[config.mk]
export PLATFORM = sky130hd
export DESIGN_NAME = cordic_arbiter
export DESIGN_NICKNAME = d
export VERILOG_FILES = /design/src/rtl/cordic_pkg.sv /design/src/rtl/rr_arbiter.sv /design/src/rtl/cordic_arbiter.sv
export SDC_FILE = /design/constraint.sdc
export NUM_CORES = 1
export LEC_CHECK = 0
export CAP_MARGIN = 20
export CORE_MARGIN = 5
export CORE_UTILIZATION = 35
export CTS_BUF_LIST = sky130_fd_sc_hd__clkbuf_8
export DETAILED_ROUTE_END_ITERATION = 8
export HOLD_SLACK_MARGIN = 0.03
export PLACE_DENSITY = 0.77
export SYNTH_ARGS = -nofsm -noshare
export SYNTH_HDL_FRONTEND = slang
export SYNTH_HIERARCHICAL = 1
export SYNTH_SLANG_ARGS = --single-unit
[constraint.sdc]
create_clock -name clk -period 3.7 [get_ports clk]
set_input_delay 0.74 -clock clk [delete_from_list [all_inputs] [get_ports clk]]
set_output_delay 0.74 -clock clk [all_outputs]
set_load 0.05 [all_outputs]
[src/rtl/cordic_pkg.sv]
// ============================================================================
//  Module   : cordic_pkg
//  Purpose  : Shared constants, FSM state encoding and a small helper for the
//             CORDIC request arbiter.
//  Contents : CORDIC_WIDTH / CORDIC_FRAC_BITS  fixed-point format (1.0 = 2^20)
//             PI, HALF_PI                       angle constants in that format
//             arb_state_t                       arbiter FSM states
//             onehot_index()                    one-hot (<= 8 bit) to index
//  Revision : 1.0  initial release
// ============================================================================
`default_nettype none

package cordic_pkg;

   localparam int CORDIC_WIDTH     = 24;
   localparam int CORDIC_FRAC_BITS = 20;

   localparam logic [23:0] PI      = 24'h3243F6;
   localparam logic [23:0] HALF_PI = 24'h1921FB;

   typedef enum logic [1:0] {
      ST_IDLE = 2'd0,
      ST_LOAD = 2'd1,
      ST_WAIT = 2'd2,
      ST_RESP = 2'd3
   } arb_state_t;

   // Index of the set bit of a one-hot vector; 0 when the vector is empty.
   function automatic int onehot_index(input logic [7:0] vec);
      int idx;
      idx = 0;
      for (int i = 0; i < 8; i++) begin
         if (vec[i]) idx = i;
      end
      return idx;
   endfunction

endpackage : cordic_pkg

`default_nettype wire

[src/rtl/rr_arbiter.sv]
// ============================================================================
//  Module   : rr_arbiter
//  Purpose  : Combinational round-robin selector. The request at index ptr has
//             highest priority, then ascending indices with wrap-around.
//  Ports    : req    in   N_REQ      request vector
//             ptr    in   clog2(N)   highest-priority index (must be < N_REQ)
//             grant  out  N_REQ      one-hot grant, all-zero when no request
//  Revision : 1.0  initial release
// ============================================================================
`default_nettype none

module rr_arbiter #(
   parameter int N_REQ = 4
) (
   input  logic [N_REQ-1:0]         req,
   input  logic [$clog2(N_REQ)-1:0] ptr,
   output logic [N_REQ-1:0]         grant
);

   localparam int ID_W = $clog2(N_REQ);

   logic found;
   int   idx;

   always_comb begin
      grant = '0;
      found = 1'b0;
      idx   = 0;
      // Walk from ptr upward, wrapping once; the first asserted request wins.
      for (int k = 0; k < N_REQ; k++) begin
         idx = int'(ptr) + k;
         if (idx >= N_REQ) idx = idx - N_REQ;
         if (!found && req[ID_W'(idx)]) begin
            grant[ID_W'(idx)] = 1'b1;
            found             = 1'b1;
         end
      end
   end

endmodule : rr_arbiter

`default_nettype wire

[src/rtl/cordic_arbiter.sv]
// ============================================================================
//  Module   : cordic_arbiter
//  Purpose  : Shares one external CORDIC core between N_REQ requesters. A
//             round-robin winner is accepted in IDLE, its angle is presented
//             to the core with a one-cycle start pulse, the rising edge of the
//             core's done level is captured, and a one-cycle response strobe
//             carries cosine/sine plus the served port index.
//  Ports    : clk, rst                 clock, synchronous active-high reset
//             req_valid/req_angle      per-port request (port i at i*WIDTH)
//             req_ready                one-hot accept (IDLE only)
//             rsp_valid/rsp_id/x/y     result strobe, port index, cos, sin
//             cor_angle/cor_data_loaded  angle and start pulse to the core
//             cor_x/cor_y/cor_data_computed  core results and done level
//  Config   : CORDIC_ARB_RANGE_REDUCE_EN  folds |angle| > pi/2 into range and
//             negates the cosine of folded requests.
//  Revision : 1.0  initial release
// ============================================================================
`default_nettype none

module cordic_arbiter
   import cordic_pkg::*;
#(
   parameter int WIDTH = CORDIC_WIDTH,
   parameter int N_REQ = 4
) (
   input  logic                     clk,
   input  logic                     rst,
   input  logic [N_REQ-1:0]         req_valid,
   input  logic [N_REQ*WIDTH-1:0]   req_angle,
   output logic [N_REQ-1:0]         req_ready,
   output logic                     rsp_valid,
   output logic [$clog2(N_REQ)-1:0] rsp_id,
   output logic [WIDTH-1:0]         rsp_x,
   output logic [WIDTH-1:0]         rsp_y,
   output logic [WIDTH-1:0]         cor_angle,
   output logic                     cor_data_loaded,
   input  logic [WIDTH-1:0]         cor_x,
   input  logic [WIDTH-1:0]         cor_y,
   input  logic                     cor_data_computed
);

   localparam int ID_W = $clog2(N_REQ);

   arb_state_t        state;
   logic [ID_W-1:0]   ptr;
   logic [ID_W-1:0]   cur_id;
   logic [N_REQ-1:0]  grant;
   logic [ID_W-1:0]   grant_idx;
   logic [WIDTH-1:0]  sel_angle;
   logic [WIDTH-1:0]  core_angle;
   logic              comp_prev;

   rr_arbiter #(
      .N_REQ (N_REQ)
   ) u_rr (
      .req   (req_valid),
      .ptr   (ptr),
      .grant (grant)
   );

   always_comb begin
      grant_idx = ID_W'(onehot_index(8'(grant)));
      sel_angle = req_angle[grant_idx*WIDTH +: WIDTH];
   end

   // Accept is combinational so a winner is taken on the same cycle it is seen.
   assign req_ready = (state == ST_IDLE && !rst) ? grant : '0;

`ifdef CORDIC_ARB_RANGE_REDUCE_EN
   localparam logic signed [WIDTH-1:0] PI_S   = $signed(WIDTH'(PI));
   localparam logic signed [WIDTH-1:0] HALF_S = $signed(WIDTH'(HALF_PI));

   logic signed [WIDTH-1:0] sel_s;
   logic                    fold_next;
   logic                    fold;

   // Reflect about +/- pi/2: cos changes sign, sin is unchanged.
   always_comb begin
      sel_s      = $signed(sel_angle);
      core_angle = sel_angle;
      fold_next  = 1'b0;
      if (sel_s > HALF_S) begin
         core_angle = PI_S - sel_s;
         fold_next  = 1'b1;
      end else if (sel_s < -HALF_S) begin
         core_angle = -PI_S - sel_s;
         fold_next  = 1'b1;
      end
   end

   always_ff @(posedge clk) begin
      if (rst) begin
         fold <= 1'b0;
      end else if (state == ST_IDLE && |grant) begin
         fold <= fold_next;
      end
   end
`else
   assign core_angle = sel_angle;
`endif

   always_ff @(posedge clk) begin
      if (rst) begin
         state           <= ST_IDLE;
         ptr             <= '0;
         cur_id          <= '0;
         comp_prev       <= 1'b0;
         rsp_valid       <= 1'b0;
         rsp_id          <= '0;
         rsp_x           <= '0;
         rsp_y           <= '0;
         cor_angle       <= '0;
         cor_data_loaded <= 1'b0;
      end else begin
         // Sampled every cycle so a level already high when WAIT is entered
         // is not mistaken for a fresh completion.
         comp_prev       <= cor_data_computed;
         cor_data_loaded <= 1'b0;
         rsp_valid       <= 1'b0;
         case (state)
            ST_IDLE: begin
               if (|grant) begin
                  cor_angle       <= core_angle;
                  cur_id          <= grant_idx;
                  ptr             <= (int'(grant_idx) == N_REQ - 1) ? '0 : grant_idx + 1'b1;
                  cor_data_loaded <= 1'b1;
                  state           <= ST_LOAD;
               end
            end
            ST_LOAD: begin
               state <= ST_WAIT;
            end
            ST_WAIT: begin
               if (cor_data_computed && !comp_prev) begin
`ifdef CORDIC_ARB_RANGE_REDUCE_EN
                  rsp_x <= fold ? (~cor_x + 1'b1) : cor_x;
`else
                  rsp_x <= cor_x;
`endif
                  rsp_y     <= cor_y;
                  rsp_id    <= cur_id;
                  rsp_valid <= 1'b1;
                  state     <= ST_RESP;
               end
            end
            ST_RESP: begin
               state <= ST_IDLE;
            end
            default: begin
               state <= ST_IDLE;
            end
         endcase
      end
   end

endmodule : cordic_arbiter

`default_nettype wire

==> results.rst <==
.. list-table::
   :header-rows: 1

   * - Metric
     - Value
   * - Worst reg2reg path startpoint
     - ptr[1]
   * - Half-perimeter wire length of the detailed placement result
     - 10100 um
   * - Endpoint type of the worst setup path
     - output pin
   * - Peak supply drop
     - 399 uV
   * - Post-synthesis average cell area
     - ~8.9 um^2
   * - CP Max Fanout
     - 4
   * - Global-route usage over all layers
     - 0.192
   * - Remaining Overflow, GRT
     - 0
   * - Distinct cell type count of the synthesized netlist
     - 38
   * - Std cell rows
     - 38
   * - TritonCTS clock tree
     - done
   * - Reg2Reg Capture Point
     - cor_angle[21]
   * - Antenna diode count
     - 0
   * - Initial detailed-routing violation count
     - 345
   * - Slowest cell on the critical path
     - mux4_2
   * - Nets
     - 829
   * - Synth warn
     - 6
   * - Share of final-layout standard cells stronger than drive strength 1
     - 0.121
   * - Root Buffer
     - clkbuf_8
   * - Buffers added on ports
     - 230
   * - Horizontal extent of the die
     - between 100 and 150 um
   * - Wirelength, routed
     - 13500 um
   * - Main flop type after synthesis
     - dfxtp_1
   * - Worst clock skew
     - between 0.015 and 0.02 ns
   * - Worst setup path startpoint
     - req_valid[3]
   * - Largest delay share family, worst path
     - simple AND/OR/NAND/NOR gates
   * - Status
     - finished, final reports clean
   * - Data arrival time at the worst-slack endpoint
     - ~2.9 ns
   * - Max capacitance violation total
     - 0
   * - Number of instances in the synthesized netlist
     - 447
   * - DRC violation count after routing
     - 0
   * - Slew margin rel.
     - 0.389
   * - Via count of the first global-routing pass
     - 4292
   * - Wire length on met2
     - 6740 um
   * - Setup CP Type
     - in -> out
   * - Initial core utilization
     - 0.360
   * - Number of buffers created by CTS
     - 9
   * - Startpoint class of the critical path
     - primary input
   * - Die span in y
     - roughly 120 um
   * - Worst path bufs/invs
     - 2
   * - Setup repair after global routing missed its margin
     - false
   * - Commonest cells after routing, fill and taps aside
     - clkdlybuf4s50_1 (223), nand2_1 (106), dfxtp_1 (83), a21oi_1 (52), nor2_1 (28)
   * - Timing-limited maximum frequency
     - 277 MHz
   * - Power density of the placed cells
     - 633 nW/um^2
   * - Delay of the slowest cell on the worst path
     - 0.55 ns
   * - H-tree depth reported by CTS
     - 3
   * - Detailed-route via count
     - 4207
   * - Antenna violations before repair
     - 0
   * - Antenna violation net count after detailed routing
     - 0
   * - Total clock sinks
     - a little over 80
   * - Cell-by-cell listing of the critical path
     - clkdlybuf4s50_1 > mux4_2 > or3b_4 > o211ai_1 > and2_4 > buf_12
   * - Worst Tran Pin Value
     - just over 0.9 ns
   * - Endpoint of the most critical setup path
     - req_ready[2]
   * - Data required time of the worst path
     - 2.96 ns
   * - Highest routed layer
     - met4
   * - Pre-Repair DR Iteration Count
     - 5
   * - Tcrit/Tclk final
     - 0.975
   * - Final estimated routing congestion in global placement
     - 0.843
   * - Worst hold-check path type
     - reg -> reg
   * - Worst reg2reg setup slack
     - around 0.46 ns
   * - Detail-routed net length per standard cell
     - approximately 17 um
   * - Aggregate negative setup slack
     - 0 ns
   * - Synth Register Bits
     - 83
   * - Netlist Area Pre-Place
     - 3960 um^2
   * - Area inside the core boundary
     - 11000 um^2
   * - First-pass GRT wire length
     - 20700 um
   * - Hold violation total from the final report
     - 0
   * - Detail Route met3 WL
     - 1570 um
   * - Wire length on met1
     - about 5000 um
   * - I/O pin count
     - 231
   * - Post-Synthesis Net Count
     - slightly above 600
   * - Via/cell ratio
     - 5.18
   * - Leakage power total
     - about 2.4 nW
   * - Total number of cells along the worst setup path
     - 6
   * - Share of the yosys chip area belonging to registers
     - 0.420
   * - Max Slew Vio Count
     - 0
   * - Area growth from synthesis to final layout
     - 69.0%
   * - Cells after DPL
     - 794
   * - Final critical-path required period
     - 3.61 ns
   * - Bufs on Longest Clock Path
     - 2
   * - Final Non-Filler Cells
     - between 800 and 900
   * - Largest net degree at the start of global routing
     - 85
   * - EDFF count, synth
     - 0
   * - Clock transition at path regs
     - 0.08 ns
   * - Full die area
     - about 14000 um^2
   * - Async set-reset flop share out of synthesis
     - 0
   * - Reg2reg path depth
     - 10
   * - Clk Latency, worst-skew pair
     - 0.35 ns
   * - Most common cell after layout, fill and taps aside
     - clkdlybuf4s50_1
   * - Final number of setup-violating endpoints
     - 0
==> report_power, final <==
group	leakage (nW)	internal (W)	switching (W)
Clock	0.102	0.000332	0.000335
Sequential	0.677	0.00106	0.0000753
Combinational	1.64	0.00104	0.00139
==> sequential cells by signal, indices dropped and copies added (netlist names) <==
register	cells
cor_angle	24
rsp_x	24
rsp_y	24
cur_id	2
ptr	2
rsp_id	2
state	2
comp_prev	1
cor_data_loaded	1
rsp_valid	1
==> routing by layer <==
layer | vias up | GRT usage
li1 | 2035 | -
met5 | - | 0
met4 | 0 | 0.0804
met3 | 21 | 0.0622
met2 | 223 | 0.335
met1 | 1928 | 0.214
==> logic make-up after synthesis <==
| logic type | after synthesis | synth area share |
|---|---|---|
| AND/OR/NAND/NOR | 156 | 0.166 |
| AO/OA/AOI/OAI | 120 | 0.218 |
| flip-flops | 83 | 0.420 |
| buffers and inverters | 46 | 0.0620 |
| multiplexers | 31 | 0.0996 |
| adder cells (fa/ha/maj) | 11 | 0.0348 |
==> metrics by stage <==
stage               instance area [um^2]  hold slack (ns)  total power [W]  worst slack [ns]   util
floorplan                           3960            0.432          0.00281            0.0416      -
global placement                    6430            0.442          0.00349            0.0967  0.585
detailed placement                  6430            0.446          0.00356           0.00473  0.585
CTS                                 6640            0.458          0.00424            0.0224  0.605
global route                        6690            0.480          0.00450           0.00382  0.609
finish                              6690            0.456          0.00423            0.0921  0.609
==> cell type report <==
cell class                 count  area, um^2
clock buffer                  10         138
clock inverter                 6        65.1
multi-input combinational    318        2090
sequential                    83        1660
fill                         917        4300
tap                          140         175
inverter                       7        26.3
timing repair buffer         248        2530
==> Yosys cell counts, types with 2 or more instances <==
| cell type | number | share of area |
|---|---|---|
| clkbuf_1 | 21 | 0.020 |
| nand2b_1 | 4 | 0.0063 |
| nor2_1 | 29 | 0.028 |
| a211oi_2 | 2 | 0.0063 |
| a211oi_1 | 25 | 0.047 |
| buf_6 | 7 | 0.020 |
| nor4b_1 | 2 | 0.0044 |
| o21ai_0 | 3 | 0.0038 |
| a21o_1 | 2 | 0.0038 |
| nand3_1 | 3 | 0.0038 |
| mux4_2 | 3 | 0.017 |
| o221ai_2 | 2 | 0.0076 |
| inv_1 | 7 | 0.0066 |
| nand2_1 | 106 | 0.10 |
| mux2i_1 | 3 | 0.0076 |
| o211ai_1 | 3 | 0.0057 |
| a31oi_1 | 2 | 0.0032 |
| and2_1 | 4 | 0.0063 |
| mux2_2 | 24 | 0.068 |
| nor2b_1 | 3 | 0.0047 |
| buf_2 | 7 | 0.0089 |
| buf_4 | 3 | 0.0057 |
| ha_1 | 11 | 0.035 |
| a21oi_1 | 52 | 0.066 |
| dfxtp_1 | 83 | 0.42 |
| a222oi_1 | 24 | 0.061 |
==> worst min-delay path by stage <==
stage	startpoint	endpoint	slack [ns]	cells past startpoint
after floorplan	cur_id[0]	rsp_id[0]	0.43	2
after global placement	rsp_x[20]	rsp_x[20]	0.44	2
after detailed placement	rsp_y[17]	rsp_y[17]	0.45	2
after CTS	rsp_y[17]	rsp_y[17]	0.46	2
after global routing	rsp_y[4]	rsp_y[4]	0.48	2
final	rsp_x[11]	rsp_x[11]	0.46	2
==> tightest hold or removal path: cells and delay by family, from the launching register on <==
kind	cells	cell delay, ns
AO/OA/AOI/OAI	1	0.05
flip-flops	1	0.31
AND/OR/NAND/NOR	1	0.05
==> what timing repair did <==
| item | in CTS | in global routing |
|---|---|---|
| hold buffers | 0 | 0 |
| gates resized for setup | 1 | 6 |
| pin swaps | 0 | 1 |
| setup endpoints to repair | 1 | 4 |
| buffers inserted | 0 | 2 |
(Power assumes the default switching activity.)
